### src/rtl/weight_loop_ctrl_pkg.sv
// Shared definitions for the weight feedback loop and the per-band weight store.
// Keep these defaults in step with the store so both sides agree on widths.
package weight_loop_ctrl_pkg;

  localparam int unsigned WLC_X_LEN   = 11;
  localparam int unsigned WLC_Y_LEN   = 5;
  localparam int unsigned WLC_Z_LEN   = 8;
  localparam int unsigned WLC_W_WIDTH = 31;
  localparam int unsigned WLC_Z_INI   = 1;

  // Tag carried from sample accept to its matching weight update
  typedef struct packed {
    logic x_last;
    logic frame_last;
  } pend_tag_t;

endpackage

### src/rtl/weight_loop_ctrl_bil_cnt.sv
// BIL raster counter: x fastest, then z (Z_INI..Nz-1), then y.
// Wrap flags are combinational from the current position and the bounds.
module bil_cnt #(
  parameter int unsigned X_LEN = 11,
  parameter int unsigned Y_LEN = 5,
  parameter int unsigned Z_LEN = 8,
  parameter int unsigned Z_INI = 1
) (
  input  logic             clk,
  input  logic             rst_n,
  input  logic             i_load,
  input  logic             i_adv,
  input  logic [X_LEN-1:0] i_nx,
  input  logic [Y_LEN-1:0] i_ny,
  input  logic [Z_LEN-1:0] i_nz,
  output logic [X_LEN-1:0] o_x,
  output logic [Y_LEN-1:0] o_y,
  output logic [Z_LEN-1:0] o_z,
  output logic             o_x_last,
  output logic             o_z_last,
  output logic             o_y_last
);

  logic [X_LEN-1:0] r_x;
  logic [Y_LEN-1:0] r_y;
  logic [Z_LEN-1:0] r_z;

  assign o_x      = r_x;
  assign o_y      = r_y;
  assign o_z      = r_z;
  assign o_x_last = (r_x == i_nx - 1'b1);
  assign o_z_last = (r_z == i_nz - 1'b1);
  assign o_y_last = (r_y == i_ny - 1'b1);

  always_ff @(posedge clk or negedge rst_n) begin
    if (!rst_n) begin
      r_x <= '0;
      r_z <= Z_LEN'(Z_INI);
      r_y <= '0;
    end else if (i_load) begin
      r_x <= '0;
      r_z <= Z_LEN'(Z_INI);
      r_y <= '0;
    end else if (i_adv) begin
      if (!o_x_last) begin
        r_x <= r_x + 1'b1;
      end else begin
        r_x <= '0;
        if (!o_z_last) begin
          r_z <= r_z + 1'b1;
        end else begin
          r_z <= Z_LEN'(Z_INI);
          r_y <= o_y_last ? '0 : r_y + 1'b1;
        end
      end
    end
  end

endmodule

### src/rtl/weight_loop_ctrl.sv
// Consumer side of the weight store: picks the predictor weight per sample
// (recovered at row start, locally held otherwise) and streams updates back.
module weight_loop_ctrl
  import weight_loop_ctrl_pkg::*;
#(
  parameter int unsigned X_LEN   = WLC_X_LEN,
  parameter int unsigned Y_LEN   = WLC_Y_LEN,
  parameter int unsigned Z_LEN   = WLC_Z_LEN,
  parameter int unsigned W_WIDTH = WLC_W_WIDTH,
  parameter int unsigned Z_INI   = WLC_Z_INI
) (
  input  logic               clk,
  input  logic               rst_n,
  input  logic               cfg_ld_i,
  input  logic [X_LEN-1:0]   Nx,
  input  logic [Y_LEN-1:0]   Ny,
  input  logic [Z_LEN-1:0]   Nz,
  input  logic               s_en_i,
  output logic               s_rdy_o,
  input  logic [W_WIDTH-1:0] rec_data_i,
  input  logic               rec_en_i,
  output logic [W_WIDTH-1:0] cur_w_o,
  output logic               cur_en_o,
  input  logic [W_WIDTH-1:0] upd_data_i,
  input  logic               upd_en_i,
  output logic [W_WIDTH-1:0] wr_data_o,
  output logic               wr_en_o,
  output logic               row_last_o,
  output logic               frame_done_o,
  output logic               err_o
);

  logic [X_LEN-1:0]   r_nx;
  logic [Y_LEN-1:0]   r_ny;
  logic [Z_LEN-1:0]   r_nz;
  logic               r_pending;
  pend_tag_t          r_tag;
  logic [W_WIDTH-1:0] r_weight;
  logic [W_WIDTH-1:0] r_cur_w;
  logic               r_cur_en;
  logic [W_WIDTH-1:0] r_wr_data;
  logic               r_wr_en;
  logic               r_row_last;
  logic               r_frame_done;
  logic               r_err;

  logic [X_LEN-1:0]   w_x;
  logic [Y_LEN-1:0]   w_y;
  logic [Z_LEN-1:0]   w_z;
  logic               w_x_last;
  logic               w_z_last;
  logic               w_y_last;
  logic               w_cfg;
  logic               w_accept;
  logic               w_upd;

  bil_cnt #(
    .X_LEN (X_LEN),
    .Y_LEN (Y_LEN),
    .Z_LEN (Z_LEN),
    .Z_INI (Z_INI)
  ) u_cnt (
    .clk      (clk),
    .rst_n    (rst_n),
    .i_load   (w_cfg),
    .i_adv    (w_accept),
    .i_nx     (r_nx),
    .i_ny     (r_ny),
    .i_nz     (r_nz),
    .o_x      (w_x),
    .o_y      (w_y),
    .o_z      (w_z),
    .o_x_last (w_x_last),
    .o_z_last (w_z_last),
    .o_y_last (w_y_last)
  );

  // A row start cannot be accepted until the store has the recovered weight
  assign s_rdy_o  = !r_pending && ((w_x != '0) || rec_en_i);
  assign w_accept = s_en_i && s_rdy_o;
  assign w_upd    = upd_en_i && r_pending;
  assign w_cfg    = cfg_ld_i && !r_pending;

  assign cur_w_o      = r_cur_w;
  assign cur_en_o     = r_cur_en;
  assign wr_data_o    = r_wr_data;
  assign wr_en_o      = r_wr_en;
  assign row_last_o   = r_row_last;
  assign frame_done_o = r_frame_done;
  assign err_o        = r_err;

  always_ff @(posedge clk or negedge rst_n) begin
    if (!rst_n) begin
      r_nx         <= '0;
      r_ny         <= '0;
      r_nz         <= '0;
      r_pending    <= 1'b0;
      r_tag        <= '0;
      r_weight     <= '0;
      r_cur_w      <= '0;
      r_cur_en     <= 1'b0;
      r_wr_data    <= '0;
      r_wr_en      <= 1'b0;
      r_row_last   <= 1'b0;
      r_frame_done <= 1'b0;
      r_err        <= 1'b0;
    end else begin
      if (w_cfg) begin
        r_nx <= Nx;
        r_ny <= Ny;
        r_nz <= Nz;
      end

      r_cur_en <= w_accept;
      if (w_accept) begin
        r_cur_w          <= (w_x == '0) ? rec_data_i : r_weight;
        r_tag.x_last     <= w_x_last;
        r_tag.frame_last <= w_x_last && w_z_last && w_y_last;
      end

      r_wr_en      <= w_upd;
      r_row_last   <= w_upd && r_tag.x_last;
      r_frame_done <= w_upd && r_tag.frame_last;
      if (w_upd) begin
        r_wr_data <= upd_data_i;
        r_weight  <= upd_data_i;
      end

      // accept and update are mutually exclusive: accept needs !pending
      if (w_accept) begin
        r_pending <= 1'b1;
      end else if (w_upd) begin
        r_pending <= 1'b0;
      end

      if ((upd_en_i && !r_pending) || (cfg_ld_i && r_pending)) begin
        r_err <= 1'b1;
      end
    end
  end

endmodule
### config.mk
export PLATFORM = sky130hd
export DESIGN_NAME = weight_loop_ctrl
export DESIGN_NICKNAME = d
export VERILOG_FILES = /design/src/rtl/weight_loop_ctrl_pkg.sv /design/src/rtl/weight_loop_ctrl_bil_cnt.sv /design/src/rtl/weight_loop_ctrl.sv
export SDC_FILE = /design/constraint.sdc
export NUM_CORES = 1
export LEC_CHECK = 0
export ABC_AREA = 1
export CORE_MARGIN = 2
export CORE_UTILIZATION = 35
export CTS_CLUSTER_SIZE = 24
export DETAILED_ROUTE_END_ITERATION = 12
export SYNTH_ARGS = -nofsm -noshare
export SYNTH_HDL_FRONTEND = slang
export SYNTH_SLANG_ARGS = --single-unit
export TNS_END_PERCENT = 100
### constraint.sdc
create_clock -name clk -period 2.34 [get_ports clk]
set_input_delay 0.468 -clock clk [delete_from_list [all_inputs] [get_ports clk]]
set_output_delay 0.468 -clock clk [all_outputs]
set_load 0.01 [all_outputs]
# [Word-level counts from Yosys, hierarchy flattened]
# Cells that the tools add are included.
[totals] in_bits=92 word_cells=61 regBits=118 out_inout_bits=68
[classes] add_sub_neg=6 eq_ne=3 n_reduce_logical=21 mux=15
[ops] cell="two-way mux 11 bit" n=3
[ops] cell="two-way mux 8 bit" n=4
[ops] cell="two-way mux 31 bit" n=1
[ops] cell="two-way mux 5 bit" n=5
[ops] cell="adder 11 x 1 -> 11 bit (second input constant)" n=1
[ops] cell="equality test 11 bit" n=1
[ops] cell="zero test 11 bit" n=1
[ops] cell="nonzero test 11 bit" n=1
[ops] cell="subtractor 11 x 1 -> 11 bit (second input constant)" n=1
[ops] cell="logical AND 1 bit" n=10
[ops] cell="adder 8 x 1 -> 8 bit (second input constant)" n=1
[ops] cell="equality test 8 bit" n=1
[ops] cell="nonzero test 2 bit" n=4
[ops] cell="subtractor 8 x 1 -> 8 bit (second input constant)" n=1
[ops] cell="adder 5 x 1 -> 5 bit (second input constant)" n=1
[ops] cell="equality test 5 bit" n=1
[ops] cell="subtractor 5 x 1 -> 5 bit (second input constant)" n=1
[ops] cell="AND reduction 3 bit" n=1
[ops] cell="logical OR 1 bit" n=2
[ops] cell="two-way mux 1 bit" n=2
[ops] cell="AND reduction 2 bit" n=1
[ops] cell="zero test 1 bit" n=1

# [Logic depth before layout (Yosys ltp)]
[depth] ltp_word=7 depth_mapped=15 depth_no_buf=15

# [Cells and area by module]
# From an unflattened synthesis, not the netlist that was laid out.
[unflattened] cells_unflattened=818 area_unflattened_um2=6298.5
[by_module_without_submodules] mod="weight_loop_ctrl" cells_per_inst=477 instances=1 seq_area_each_um2=2352.3 area_each_um2=4050.1
[by_module_without_submodules] mod="bil_cnt" cells_per_inst=341 instances=1 seq_area_each_um2=601.8 area_each_um2=2248.4

# [Worst setup path before layout]
# Ideal clock, no wire load.
[synth_timing] path_kind="flip-flop to flip-flop" startpoint="register r_nx[0]" endpoint="register u_cnt.r_y[2] (netlist: u_cnt.o_y[2])" t_required_ns=2.223 n_path_buf=0 synth_period_minus_slack_ns=1.870 stages_incl_launch_ff=16 setup_time_ns=0.117 path_slack_ns=0.470 arrival_ns=1.754 cell_sequence="dfrtp_1 inv_1 ha_1 inv_2 nor2_2 nand2_1 nor2_1 nand2_1 nand2_1 nand2_1 nor2_1 nand3_2 nand2_4 nand2_4 nand2_1 nand2_1"
[synth_between] elab_chain_cells=4
[synth_rtl] item="from (decl)" line="weight_loop_ctrl.sv:33" rtl="logic [X_LEN-1:0] r_nx;"
[synth_rtl] item="from (signal assigned)" line="weight_loop_ctrl.sv:109" rtl="r_nx <= Nx;"
[synth_rtl] item="subtractor 11 x 1 -> 11 bit" line="weight_loop_ctrl_bil_cnt.sv:31" rtl="assign o_x_last = (r_x == i_nx - 1'b1);"
[synth_rtl] item="equality test 11 bit" line="weight_loop_ctrl_bil_cnt.sv:31"
[synth_rtl] item="nonzero test 2 bit (no source line)"
[synth_rtl] item="AND reduction 3 bit (no source line)"
[synth_rtl] item="to (signal assigned)" line="weight_loop_ctrl_bil_cnt.sv:53" rtl="r_y <= o_y_last ? '0 : r_y + 1'b1;"
[synth_rtl] item="to (decl)" line="weight_loop_ctrl_bil_cnt.sv:25" rtl="logic [Y_LEN-1:0] r_y;"
# Every way passes these cells.
# A chain may end at the register's enable or synchronous reset.

# [Worst setup path in the final report]
[layout_timing] startpoint="register u_cnt.r_x[1] (netlist: u_cnt.o_x[1])" endpoint="output s_rdy_o"
[layout_between] elab_chain_cells=3
[layout_rtl] item="from (decl)" line="weight_loop_ctrl_bil_cnt.sv:24" rtl="logic [X_LEN-1:0] r_x;"
[layout_rtl] item="from (signal assigned)" line="weight_loop_ctrl_bil_cnt.sv:46" rtl="r_x <= r_x + 1'b1;"
[layout_rtl] item="nonzero test 11 bit" line="weight_loop_ctrl.sv:79" rtl="assign s_rdy_o = !r_pending && ((w_x != '0) || rec_en_i);"
[layout_rtl] item="logical OR 1 bit" line="weight_loop_ctrl.sv:79"
[layout_rtl] item="logical AND 1 bit" line="weight_loop_ctrl.sv:79"
[layout_rtl] item="to (decl)" line="weight_loop_ctrl.sv:19" rtl="output logic s_rdy_o,"
# Every way passes these cells.

==> flow_summary.toml <==
[floorplanning]
die_x_um = 138
fp.dieH_um = 138
coreArea_sq_um = 17400
io_pins = 160
num_rows = 48
die_area_sq_um = 19000
initial_utilization_pct = 36.0

[global_route]
grt_overflow = 0
grtUsageTotal_pct = 18.5
grt_pass1_wl_mm = 27.1
antenna_found_initial = 1
grt_pass1_vias = 5386
grt_max_degree = 64

[clocking]
cts.sinks = 118
cts.path.max_buffers = 2
cts_tree = "done"
cts_inserted_buffers = 17
clkSlewWorstSetupHoldPaths_ps = 60
clkLatencyLatePin_ps = 420
cts-htree-levels = 4
root_buffer = "clkbuf_16"

[final_layout]
final_common_cell = "nand2_1"
antennaDiodeCount = 0
layout_common_cells = "nand2_1 (263), clkdlybuf4s50_1 (157), dfrtp_1 (116), nand3_1 (54), inv_1 (51)"
drive_above_1_share_pct = 10.9
instances_no_fill = 1176
final_nets = 1037
syn2layout_area_growth_pct = 40.0

[run_status]
status = "finished clean"

[timing]
max_freq_mhz = 447
relSlewSlack_pct = 73.5
rsz0062_at_grt = "false"
whs_ps = 461
hold_viol_final = 0
setup_viol = 0
fin_crit_sh_pct = 95.5
finClkSkew_ps = 11.7
post-route-min-period_ps = 2240
setup_tns_ps = 0
drv_slew = 0
worstMarginPinSlew_ps = 398

[yosys]
ys_seq_elements = 118
syn_avg_cell_area_sq_um = 8.15
synth_cells = 769
synth_top_flop_cell = "dfrtp_1"
syn_nets = 868
synth_edf_count = 0
synth-seq-area-share_pct = 47.1
synth.distinct_cells = 36
synthArstFlopShare_pct = 100
ys.warnings.count = 0
syn_area_sq_um = 6270

[placement]
place_inst = 1138
place_congestion = 0.870
dp_hpwl_mm = 11.7
io_buffers = 159

[route]
wl_mm = 16.5
drt_iter0_markers = 290
ant_nets = 0
wl_per_cell_um = 14.1
vias_per_cell = 4.65
dr.pass1.iters = 4
vias = 5468
drc = 0

[pwr]
power.density_nw_per_um2 = 1230
pwr-share-seq_pct = 31.9
vdd_drop_max_v = 0.000704
clockPowerShare_pct = 22.9
internal_power_w = 0.00647
sw_frac_of_total_pct = 40.0
p_switching_w = 0.00431
p_leak_nw = 4.21
p_comb_share_pct = 45.2

[critical_path]
cp-end-kind = "output pin"
critPathRequiredTime_ps = 1870
crit_type = "register to output pin"
crit_arrival_ps = 1770
start_kind = "register"
cp_max_fo = 3

[flow_run]
cap_violations = 0

[hold_path]
hold_path_class = "register to register"
-- area by class of cell --
| class | instances | area [sq um] |
|---|---|---|
| flip-flops and latches | 118 | 2960 |
| clock buffers | 17 | 425 |
| clock inverters | 15 | 134 |
| well taps | 225 | 282 |
| inverters | 64 | 240 |
| multi-input cells | 560 | 2950 |
| repair buffers | 177 | 1790 |
| fillers | 1676 | 8640 |
-- path summary, 6_finish.rpt --
kind | from | to | slack, ps | cells after the start
max in group asynchronous | rst_n | u_cnt.o_z[0] | 1210 | 3
worst min register to register | err_o | err_o | 460 | 2
worst max-delay path | u_cnt.o_x[1] | s_rdy_o | 100 | 7
worst min-delay path | err_o | err_o | 460 | 2
worst max register to register | r_nx[0] | u_cnt.o_x[10] | 270 | 13
min in group asynchronous | rst_n | r_nx[2] | 510 | 2
-- kinds of logic (layout without fill, tap and decap cells) --
logic type	Yosys count	count (layout)	synth area share [%]
and+or+nand+nor	412	412	29.9
DFF	118	118	47.1
buffers and inverters	91	273	6.05
AOI/OAI and AO/OA	83	83	6.89
xor gates and xnor gates	34	34	4.75
muxes	24	24	3.83
adders and majority gates	7	7	1.40
-- per-layer routing --
metal	global-route usage [%]	wire length (um)	share of wire, %
met1	22.6	7300	44
met2	29.2	7400	45
met3	8.90	1630	9.9
met4	5.05	178	1.1
met5	0	13	0.079
-- worst max-delay path, cell delays in order (launching register included) --
cell and delay [ps]:
dfrtp_1 400, inv_2 80, ha_1 160, nand3_2 110
nand3b_4 200, nand2_2 90, inv_1 40, dlygate4sd2_1 270
-- Yosys cell counts, types with 8 or more instances --
library cell | n | area share, %
xnor2_1 | 11 | 1.5
nand3_1 | 55 | 4.4
inv_2 | 8 | 0.48
o21ai_0 | 49 | 3.9
dfrtp_1 | 117 | 47
inv_1 | 56 | 3.4
a21oi_1 | 12 | 0.96
mux2i_1 | 24 | 3.8
nand2_1 | 265 | 16
xor2_1 | 23 | 3.2
clkbuf_1 | 12 | 0.72
nor2_1 | 41 | 2.5
o21ai_1 | 19 | 1.5
buf_2 | 9 | 0.72
-- power by group through the flow --
stage	registers, W	clock network [W]	logic [W]
after global placement	0.00346	0	0.00485
after CTS	0.00345	0.00254	0.00492
after global routing	0.00356	0.00264	0.00544
final	0.00344	0.00247	0.00486
after detailed placement	0.00345	0	0.00488
after floorplan	0.00357	0	0.00275
-- metrics by stage --
| step | worst slack, ps | power (W) | util [%] | instance area (sq um) |
|---|---|---|---|---|
| after CTS | 10.9 | 0.0109 | 50.3 | 8760 |
| after floorplan | 470 | 0.00633 | - | 6270 |
| after global routing | 3.84 | 0.0116 | 50.4 | 8770 |
| after detailed placement | 88.9 | 0.00833 | 46.8 | 8160 |
| final | 104 | 0.0108 | 50.4 | 8770 |
| after global placement | 92.8 | 0.00832 | 46.8 | 8160 |
-- registers in the layout, indices dropped and copies added (netlist names), 2 cells and up --
signal     count
r_nz           8
cur_w_o       31
r_ny           5
wr_data_o     31
r_tag          2
r_nx          11
u_cnt.o_z      8
u_cnt.o_y      5
u_cnt.o_x     11
-- what timing repair did --
| action | 4_1_cts | 5_1_grt |
|---|---|---|
| resized for setup | 4 | 6 |
| endpoints found under the setup margin | 1 | 1 |
| pin swaps | 2 | 2 |
| buffers inserted | 4 | 1 |
| hold buffers | 1 | 0 |
| hold endpoints to repair | 21 | 0 |
Power figures use the tool's default switching activity.
